--- config.mk ---
export PLATFORM = sky130hd
export DESIGN_NAME = dsp_mac_slice_p
export DESIGN_NICKNAME = d
export VERILOG_FILES = /design/src/rtl/dsp_mac_slice_p.sv
export SDC_FILE = /design/constraint.sdc
export NUM_CORES = 2
export LEC_CHECK = 0
export BUFFER_PORTS_ARGS = -buffer_cell sky130_fd_sc_hd__buf_2
export CORE_MARGIN = 2
export CORE_UTILIZATION = 55
export DETAILED_ROUTE_END_ITERATION = 6
export HOLD_SLACK_MARGIN = 0.03
export PLACE_DENSITY_LB_ADDON = 0.25
export REMOVE_ABC_BUFFERS = 1
export SLEW_MARGIN = 20
export SYNTH_ARGS = -nofsm -noshare
export SYNTH_HDL_FRONTEND = slang
export SYNTH_SLANG_ARGS = --single-unit
export TNS_END_PERCENT = 100
--- constraint.sdc ---
create_clock -name i_clk -period 11.3 [get_ports i_clk]
set_input_delay 2.825 -clock i_clk [delete_from_list [all_inputs] [get_ports i_clk]]
set_output_delay 2.825 -clock i_clk [all_outputs]
set_load 0.05 [all_outputs]
--- src/rtl/dsp_mac_slice_p.sv ---
// Parametrised DSP MAC slice: signed pre-adder (D+/-B), multiplier (x A), post-adder with
// selectable Z operand (0 / P feedback / C / PCIN) plus carry-in, optional signed saturation.
// A 1-bit valid token travels alongside the data; every data register loads only when CE is
// high and its own stage holds a valid token, so idle cycles never disturb P.
//
// Ports:
//   i_clk, i_rst_n     clock, synchronous active-low reset (wins over i_ce)
//   i_ce               global clock enable, freezes every register including the valid pipe
//   i_in_valid         operands valid this cycle
//   i_a, i_b, i_d      multiplier operand, pre-adder operands (signed)
//   i_c, i_pcin        post-adder operand (sign-extended), cascade input
//   i_mode             [0] pre-add enable, [1] subtract (D-B), [3:2] Z: 0 / P / C / PCIN
//   i_carryin          post-adder carry-in
//   o_bcout            B after the input stage
//   o_m                multiplier result, aligned with o_p
//   o_p, o_pcout       result and its cascade copy
//   o_carryout, o_ovf  unsigned carry of the post-add, signed overflow of the result
//   o_out_valid        o_p, o_m, o_carryout and o_ovf are valid
module dsp_mac_slice_p #(
  parameter int unsigned AW     = 18,
  parameter int unsigned BW     = 18,
  parameter int unsigned CW     = 48,
  parameter int unsigned PW     = 48,
  parameter int unsigned IREG   = 1,
  parameter int unsigned MREG   = 1,
  parameter int unsigned PREG   = 1,
  parameter int unsigned SAT_EN = 1
) (
  input  logic           i_clk,
  input  logic           i_rst_n,
  input  logic           i_ce,
  input  logic           i_in_valid,
  input  logic [AW-1:0]  i_a,
  input  logic [BW-1:0]  i_b,
  input  logic [BW-1:0]  i_d,
  input  logic [CW-1:0]  i_c,
  input  logic [PW-1:0]  i_pcin,
  input  logic [3:0]     i_mode,
  input  logic           i_carryin,
  output logic [BW-1:0]  o_bcout,
  output logic [AW+BW:0] o_m,
  output logic [PW-1:0]  o_p,
  output logic [PW-1:0]  o_pcout,
  output logic           o_carryout,
  output logic           o_ovf,
  output logic           o_out_valid
);

  localparam int unsigned MW = AW + BW + 1;

  // ---------------------------------------------------------------- input stage
  logic [AW-1:0] r_a;
  logic [BW-1:0] r_b, r_d;
  logic [CW-1:0] r_c;
  logic [3:0]    r_mode;
  logic          r_cin, r_v1;

  always_ff @(posedge i_clk) begin
    if (!i_rst_n) begin
      r_a    <= '0;
      r_b    <= '0;
      r_d    <= '0;
      r_c    <= '0;
      r_mode <= '0;
      r_cin  <= 1'b0;
      r_v1   <= 1'b0;
    end else if (i_ce) begin
      r_v1 <= i_in_valid;
      if (i_in_valid) begin
        r_a    <= i_a;
        r_b    <= i_b;
        r_d    <= i_d;
        r_c    <= i_c;
        r_mode <= i_mode;
        r_cin  <= i_carryin;
      end
    end
  end

  logic [AW-1:0] w_a1;
  logic [BW-1:0] w_b1, w_d1;
  logic [CW-1:0] w_c1;
  logic [3:0]    w_mode1;
  logic          w_cin1, w_v1;

  assign w_a1    = (IREG != 0) ? r_a    : i_a;
  assign w_b1    = (IREG != 0) ? r_b    : i_b;
  assign w_d1    = (IREG != 0) ? r_d    : i_d;
  assign w_c1    = (IREG != 0) ? r_c    : i_c;
  assign w_mode1 = (IREG != 0) ? r_mode : i_mode;
  assign w_cin1  = (IREG != 0) ? r_cin  : i_carryin;
  assign w_v1    = (IREG != 0) ? r_v1   : i_in_valid;

  // ------------------------------------------------------ pre-adder / multiplier
  logic signed [BW:0]   w_b_ext, w_d_ext, w_pre;
  logic signed [MW-1:0] w_pre_mw, w_a_mw, w_mult;

  // One extra bit makes D+/-B exact.
  assign w_b_ext = {w_b1[BW-1], w_b1};
  assign w_d_ext = {w_d1[BW-1], w_d1};

  always_comb begin
    w_pre = w_b_ext;
    if (w_mode1[0]) begin
      w_pre = w_mode1[1] ? (w_d_ext - w_b_ext) : (w_d_ext + w_b_ext);
    end
  end

  assign w_pre_mw = MW'(w_pre);
  assign w_a_mw   = MW'($signed(w_a1));
  assign w_mult   = w_pre_mw * w_a_mw;

  // ---------------------------------------------------------- multiplier stage
  logic [MW-1:0] r_m;
  logic [CW-1:0] r_c2;
  logic [1:0]    r_zsel;
  logic          r_cin2, r_v2;

  always_ff @(posedge i_clk) begin
    if (!i_rst_n) begin
      r_m    <= '0;
      r_c2   <= '0;
      r_zsel <= '0;
      r_cin2 <= 1'b0;
      r_v2   <= 1'b0;
    end else if (i_ce) begin
      r_v2 <= w_v1;
      if (w_v1) begin
        r_m    <= w_mult;
        r_c2   <= w_c1;
        r_zsel <= w_mode1[3:2];
        r_cin2 <= w_cin1;
      end
    end
  end

  logic [MW-1:0] w_m2;
  logic [CW-1:0] w_c2;
  logic [1:0]    w_zsel2;
  logic          w_cin2, w_v2;

  assign w_m2    = (MREG != 0) ? r_m    : w_mult;
  assign w_c2    = (MREG != 0) ? r_c2   : w_c1;
  assign w_zsel2 = (MREG != 0) ? r_zsel : w_mode1[3:2];
  assign w_cin2  = (MREG != 0) ? r_cin2 : w_cin1;
  assign w_v2    = (MREG != 0) ? r_v2   : w_v1;

  // ---------------------------------------------------------------- post-adder
  logic [PW-1:0] r_p;
  logic [PW-1:0] w_m_ext, w_c_ext, w_z, w_p_next;
  logic [PW:0]   w_sum_s;
  logic          w_ovf, w_co;

  assign w_m_ext = PW'($signed(w_m2));
  assign w_c_ext = PW'($signed(w_c2));

  always_comb begin
    w_z = '0;
    case (w_zsel2)
      2'b00:   w_z = '0;
      2'b01:   w_z = (PREG != 0) ? r_p : '0;
      2'b10:   w_z = w_c_ext;
      default: w_z = i_pcin;
    endcase
  end

  assign w_sum_s = {w_z[PW-1], w_z} + {w_m_ext[PW-1], w_m_ext} + {{PW{1'b0}}, w_cin2};
  assign w_ovf   = w_sum_s[PW] ^ w_sum_s[PW-1];
  // Bit PW of the sign-extended sum is sign(Z)^sign(M)^carry, so the unsigned carry falls out.
  assign w_co    = w_sum_s[PW] ^ w_z[PW-1] ^ w_m_ext[PW-1];

  always_comb begin
    w_p_next = w_sum_s[PW-1:0];
    if ((SAT_EN != 0) && w_ovf) begin
      w_p_next = w_sum_s[PW] ? {1'b1, {(PW-1){1'b0}}} : {1'b0, {(PW-1){1'b1}}};
    end
  end

  // ------------------------------------------------------------------ P stage
  logic [MW-1:0] r_m3;
  logic          r_co, r_ovf, r_v3;

  always_ff @(posedge i_clk) begin
    if (!i_rst_n) begin
      r_p   <= '0;
      r_m3  <= '0;
      r_co  <= 1'b0;
      r_ovf <= 1'b0;
      r_v3  <= 1'b0;
    end else if (i_ce) begin
      r_v3 <= w_v2;
      if (w_v2) begin
        r_p   <= w_p_next;
        r_m3  <= w_m2;
        r_co  <= w_co;
        r_ovf <= w_ovf;
      end
    end
  end

  assign o_bcout     = w_b1;
  assign o_m         = (PREG != 0) ? r_m3  : w_m2;
  assign o_p         = (PREG != 0) ? r_p   : w_p_next;
  assign o_pcout     = o_p;
  assign o_carryout  = (PREG != 0) ? r_co  : w_co;
  assign o_ovf       = (PREG != 0) ? r_ovf : w_ovf;
  assign o_out_valid = (PREG != 0) ? r_v3  : w_v2;

endmodule

[Yosys cells after proc, flatten, opt, wreduce, memory -nomap -nowiden]
Cells that the tools add are included.
Storage, ports and cells
  word-level logic and storage cells: 36
  memories kept: 0
  ROM bits: 0
  bits in latches: 0
  flip-flop bits (word level): 285
  memory bits (writable): 0
  input bits: 159
  output and inout bits: 154
Operators by class
  divide/modulo/power cells: 0
  shifts and indexed selects: 0
  bitwise logic cells: 3
  $mul: 1
  magnitude comparators: 0
  reduce and logical (&&, ||, !) cells: 4
  $add $sub $neg: 4
  mux-type cells: 5
  equal/unequal tests: 2
Operator list (count)
  48-bit one-hot mux with 3 select lines: 1
  48-bit two-way mux: 2
  48-bit by 37-bit adder with 49-bit output: 1
  49-bit by 1-bit adder with 49-bit output: 1
  19-bit two-way mux: 2
  19-bit by 18-bit multiplier with 37-bit output: 1
  18-bit by 18-bit adder with 19-bit output: 1
  18-bit by 18-bit subtractor with 19-bit output: 1
  2-bit AND reduction: 3
  1-bit XOR: 3
  2-bit by 1-bit == test with 1-bit output, second input constant: 1
  2-bit == test, second input constant: 1
  2-bit zero test: 1

[Longest topological paths before layout]
  depth after elaboration: 6
  gate-level depth with buffers: 41
  depth with buffers taken out: 39

[Worst setup path before layout]
Ideal clock, no wire load.
  path kind: register to register
  from: reg r_b[0] (netlist: o_bcout[0])
  to: reg r_m[36]
  library setup time: 0.079 ns
  arrival time: 8.957 ns
  stages on the path, launching flop included: 39
  clock period less this slack: 9.036 ns
  data required time: 11.221 ns
  path buffers: 1
  setup slack: 2.264 ns
  cell sequence: dfxtp_1 -> inv_1 -> ha_1 -> or4b_4 -> nor2_1 -> nor2_1 -> xnor2_1 -> ha_1 -> a2111oi_0 -> a211oi_1 -> o2111ai_1 -> a31oi_1 -> o21ai_0 -> mux2i_1 -> nand3_2 -> buf_2 -> nand2_1 -> fa_1 -> [3 not listed] -> fa_1 -> inv_1 -> fa_1 -> fa_1 -> inv_1 -> fa_1 -> inv_1 -> ha_1 -> a21o_1 -> a21o_1 -> a21oi_1 -> a21boi_0 -> a311oi_1 -> o21bai_1 -> o41a_1 -> a31oi_1 -> nand4_1 -> o211ai_1
On the way
  longest elaborated chain between the ends: 4
  elaborated cells on any way between the ends: 5
  classes of those cells: add/sub (2); mul (1); mux (2)
RTL lines
  from (decl): line 53  | logic [BW-1:0] r_b, r_d;
  from (signal assigned): line 71  | r_b <= i_b;
  18-bit by 18-bit adder with 19-bit output or 18-bit by 18-bit subtractor with 19-bit output (tied branches): line 105  | w_pre = w_mode1[1] ? (w_d_ext - w_b_ext) : (w_d_ext + w_b_ext);
  19-bit two-way mux: line 105
  19-bit two-way mux (*): line 104  | if (w_mode1[0]) begin
  19-bit by 18-bit multiplier with 37-bit output (*): line 111  | assign w_mult = w_pre_mw * w_a_mw;
  to (signal assigned): line 129  | r_m <= w_mult;
  to (decl): line 114  | logic [MW-1:0] r_m;
Every way passes the cells marked *; elsewhere a longest branch is shown, timed or not.
A chain may end at the register's enable or synchronous reset.

[Worst setup path after layout]
  from: reg r_b[2] (netlist: o_bcout[2])
  to: reg r_m[36]
Same word-level chain as after synthesis.

==> summary.md <==
| Metric | Value |
|---|---|
| ANT cells | `0` |
| Largest net degree at the start of global routing | `166` |
| Row Count | `83` |
| Final HPWL DP | `55100 microns` |
| CP max stage delay | `0.64 ns` |
| Setup_tns | `0 ns` |
| CP Class | `flop to flop` |
| Post-CTS Setup Inserts | `0` |
| Post-cts gate resize count | `0` |
| Hold depth | `2` |
| Mux contribution to synthesized area | `0.02567` |
| WL met3 | `4459 microns` |
| Met2 WL | `34750 microns` |
| Cell Count, Final, Fillers Out | `4390` |
| Total power | `2.920 mW` |
| Period utilisation layout | `0.9032` |
| Reg-to-Reg End | `r_m[36]` |
| Worst-Margin Slew | `1.140 ns` |
| Core ar. | `51410 sq um` |
| CTS Hold Bufs | `0` |
| Clk_lat worst skew | `0.55 ns` |
| Post-Synth Adder-Cell Area | `0.3238` |
| Yosys cell types | `75` |
| IO buf count | `312` |
| Most used flip-flop cell after synthesis | `dfxtp_1` |
| Top cells by area, synth | `fa_1 (24%), dfxtp_1 (20%), nand2_1 (10%)` |
| Post-Syn Area | `28660 sq um` |
| Max FO, Critical Path | `26` |
| Min-Delay Path Class | `flop to flop` |
| Die Ht | `232.3 microns` |
| Setup crit start kind | `flop` |
| Num CTS Buffers | `34` |
| GP Congestion | `0.9034` |
| PwrDens | `93.43 nW/um^2` |
| Slew Limit Fails | `0` |
| Slew margin rel. | `0.2401` |
| Reg-to-Reg Start | `o_bcout[2]` |
| Total GRT Usage | `0.2779` |
| Register area share after synthesis | `0.1990` |
| Synth Register Bits | `285` |
| Top cell type by total area after synthesis | `fa_1` |
| Leakage | `14.32 nW` |
| Via count | `23990` |
| Layout area overhead | `9.044%` |
| Status | `complete, no violations` |
| Clk_skew | `0.02707 ns` |
| Die area | `53960 sq um` |
| Final net count | `4348` |
| Critical Path AT | `10.66 ns` |
| Syn Area/Cell | `8.020 sq um` |
| VDD IR-drop max | `117.4 uV` |
| RSZ-0062 raised after global routing | `no` |
| Worst R2R Setup Slack | `1.09 ns` |
| Max Used Layer | `met4` |
| Count of final setup violators | `0` |
| Post-synth EDFFs | `0` |
| Fraction of registers with async set/reset | `0` |
| M1 wire length | `32720 microns` |
| Max Fclk | `97.98 MHz` |
| Clock slew at reported path FFs | `0.07 ns` |
| Total gr overflow | `0` |
| Largest family of logic cells by synthesized area | `adder cells` |
| Placed Cells | `4329` |
| Number of global-route vias before repair | `23717` |
| Initial antenna violation count | `0` |
| Hold Path End | `r_c2[26]` |
| Die X | `232.3 microns` |
| Vias per cell | `5.465` |
| Final hold vios | `0` |
| Synth Warn # | `0` |
| Post-synthesis xor/xnor area fraction | `0.03178` |
| Fin crit period | `10.21 ns` |
| Compound-Gate Fraction of Synth Area | `0.1381` |
| CTS tree | `done` |
| Share of the synthesized area in the top cell type | `0.2395` |
| Drt drc | `0` |
| Crit end category | `flop` |
| Router iterations before antenna repair | `6` |
| First-pass GRT wire length | `122000 microns` |
| Simple-Gate Fraction of Synth Area | `0.1858` |
| FF-to-FF path depth | `34` |
| WL/cell | `16.78 microns` |
| CTS max path bufs | `3` |
| HP Start | `r_c[26]` |
| Initial DRC Count | `1481` |
| CTS root buffer | `clkbuf_16` |
| # IOs | `313` |
| Slowest cell on the critical path | `nor4b_1` |
| Post-synthesis cell count | `3574` |
| Total Wirelength | `73670 microns` |
| Most frequent cell on the critical path | `fa_1` |
| WP data required | `11.75 ns` |
| Antenna Nets Post-Route | `0` |
| Starting Density | `0.5576` |
| Clock net sink count | `285` |
| Share of cells above drive strength 1 | `0.1291` |
| Max cap viols | `0` |
| H-tree levels | `2` |
==> flip-flops by register name (all words and copies together) (netlist names) <==
register     flops
o_p             48
r_c2            48
r_c             48
o_m             37
r_m             37
o_bcout         18
r_a             18
r_d             18
r_mode           4
r_zsel           2
o_carryout       1
o_out_valid      1
o_ovf            1
r_cin            1
r_cin2           1
r_v1             1
r_v2             1
==> layout make-up <==
type / count / area (sq um)
clock buffer: 48 / 964.7
tap: 680 / 850.8
inverter: 419 / 1580
clock inverter: 13 / 203.9
multi-input combinational: 2614 / 20240
sequential: 285 / 5710
fill: 4615 / 20150
timing repair buffer: 331 / 1704
==> worst max path at each step <==
| stage | startpoint | end | slack (ns) | depth (start not counted) |
|---|---|---|---|---|
| floorplan | o_bcout[0] | r_m[36] | 1.92 | 36 |
| global placement | o_bcout[2] | r_m[35] | 1.40 | 33 |
| detailed placement | o_bcout[2] | r_m[35] | 1.21 | 33 |
| CTS | o_bcout[2] | r_m[35] | 1.15 | 33 |
| global route | o_bcout[2] | r_m[35] | 0.32 | 33 |
| finish | o_bcout[2] | r_m[36] | 1.09 | 34 |
==> synthesized netlist by cell type (40+ instances only) <==
cell and number:
inv_1 418, a21oi_1 368, buf_4 48, maj3_1 40
ha_1 161, nand2_1 777, mux2_2 60, and2_1 162
dfxtp_1 285, fa_1 343, xnor2_1 87, o21ai_0 153
nor2_1 103, clkbuf_1 174
==> report_power, final <==
group          switching, mW  total, mW  internal [mW]
clock                  0.461       1.16          0.694
sequential            0.0411       1.07           1.03
combinational          0.426      0.692          0.266
total                  0.928       2.92           1.99
==> cell usage in the layout (no fill, tap or decap), types with 17 or more instances in the layout <==
cell type,count
xnor2_1,87
clkbuf_16,35
a21oi_1,367
nor3_1,33
a21o_1,38
ha_1,161
o21ai_0,153
and2_1,159
inv_1,417
nand3_1,31
o21a_1,20
mux2_2,60
nor2_1,103
buf_2,312
nand2b_1,20
buf_4,19
maj3_1,40
xor2_1,17
fa_1,343
dfxtp_1,283
nand2_1,774
==> stage by stage <==
step | hold slack (ns) | util | instance area, sq um | setup slack [ns]
finish | 0.4426 | 0.6081 | 31260 | 1.094
global route | 0.4616 | 0.6081 | 31260 | 0.3196
CTS | 0.4385 | 0.6081 | 31260 | 1.145
detailed placement | 0.4424 | 0.5853 | 30090 | 1.212
global placement | 0.4334 | 0.5853 | 30090 | 1.402
floorplan | 0.4321 | - | 27490 | 1.923
==> kinds of logic after synthesis <==
kind of cell             after synthesis
adder cells (fa/ha/maj)              544
multiplexers                          66
AO/OA/AOI/OAI                        693
AND/OR/NAND/NOR                     1207
buffers and inverters                675
flip-flops                           285
XOR/XNOR                             104
==> per-layer routing <==
| layer | up-vias | GRT usage |
|---|---|---|
| met3 | 104 | 0.03487 |
| met1 | 11510 | 0.3754 |
| met2 | 760 | 0.4699 |
| met4 | 0 | 0.07472 |
| li1 | 11616 | - |
| met5 | - | 0 |
==> critical path, delay by kind of cell, from the launching register on <==
family                     cells  cell delay (ns)
adders and majority gates      8             3.64
and+or+nand+nor                5             1.71
xor gates and xnor gates       1             0.16
AOI/OAI and AO/OA             15             3.70
buffers and inverters          4             0.21
DFF                            1             0.38
muxes                          1             0.29
Power figures use the tool's default switching activity.
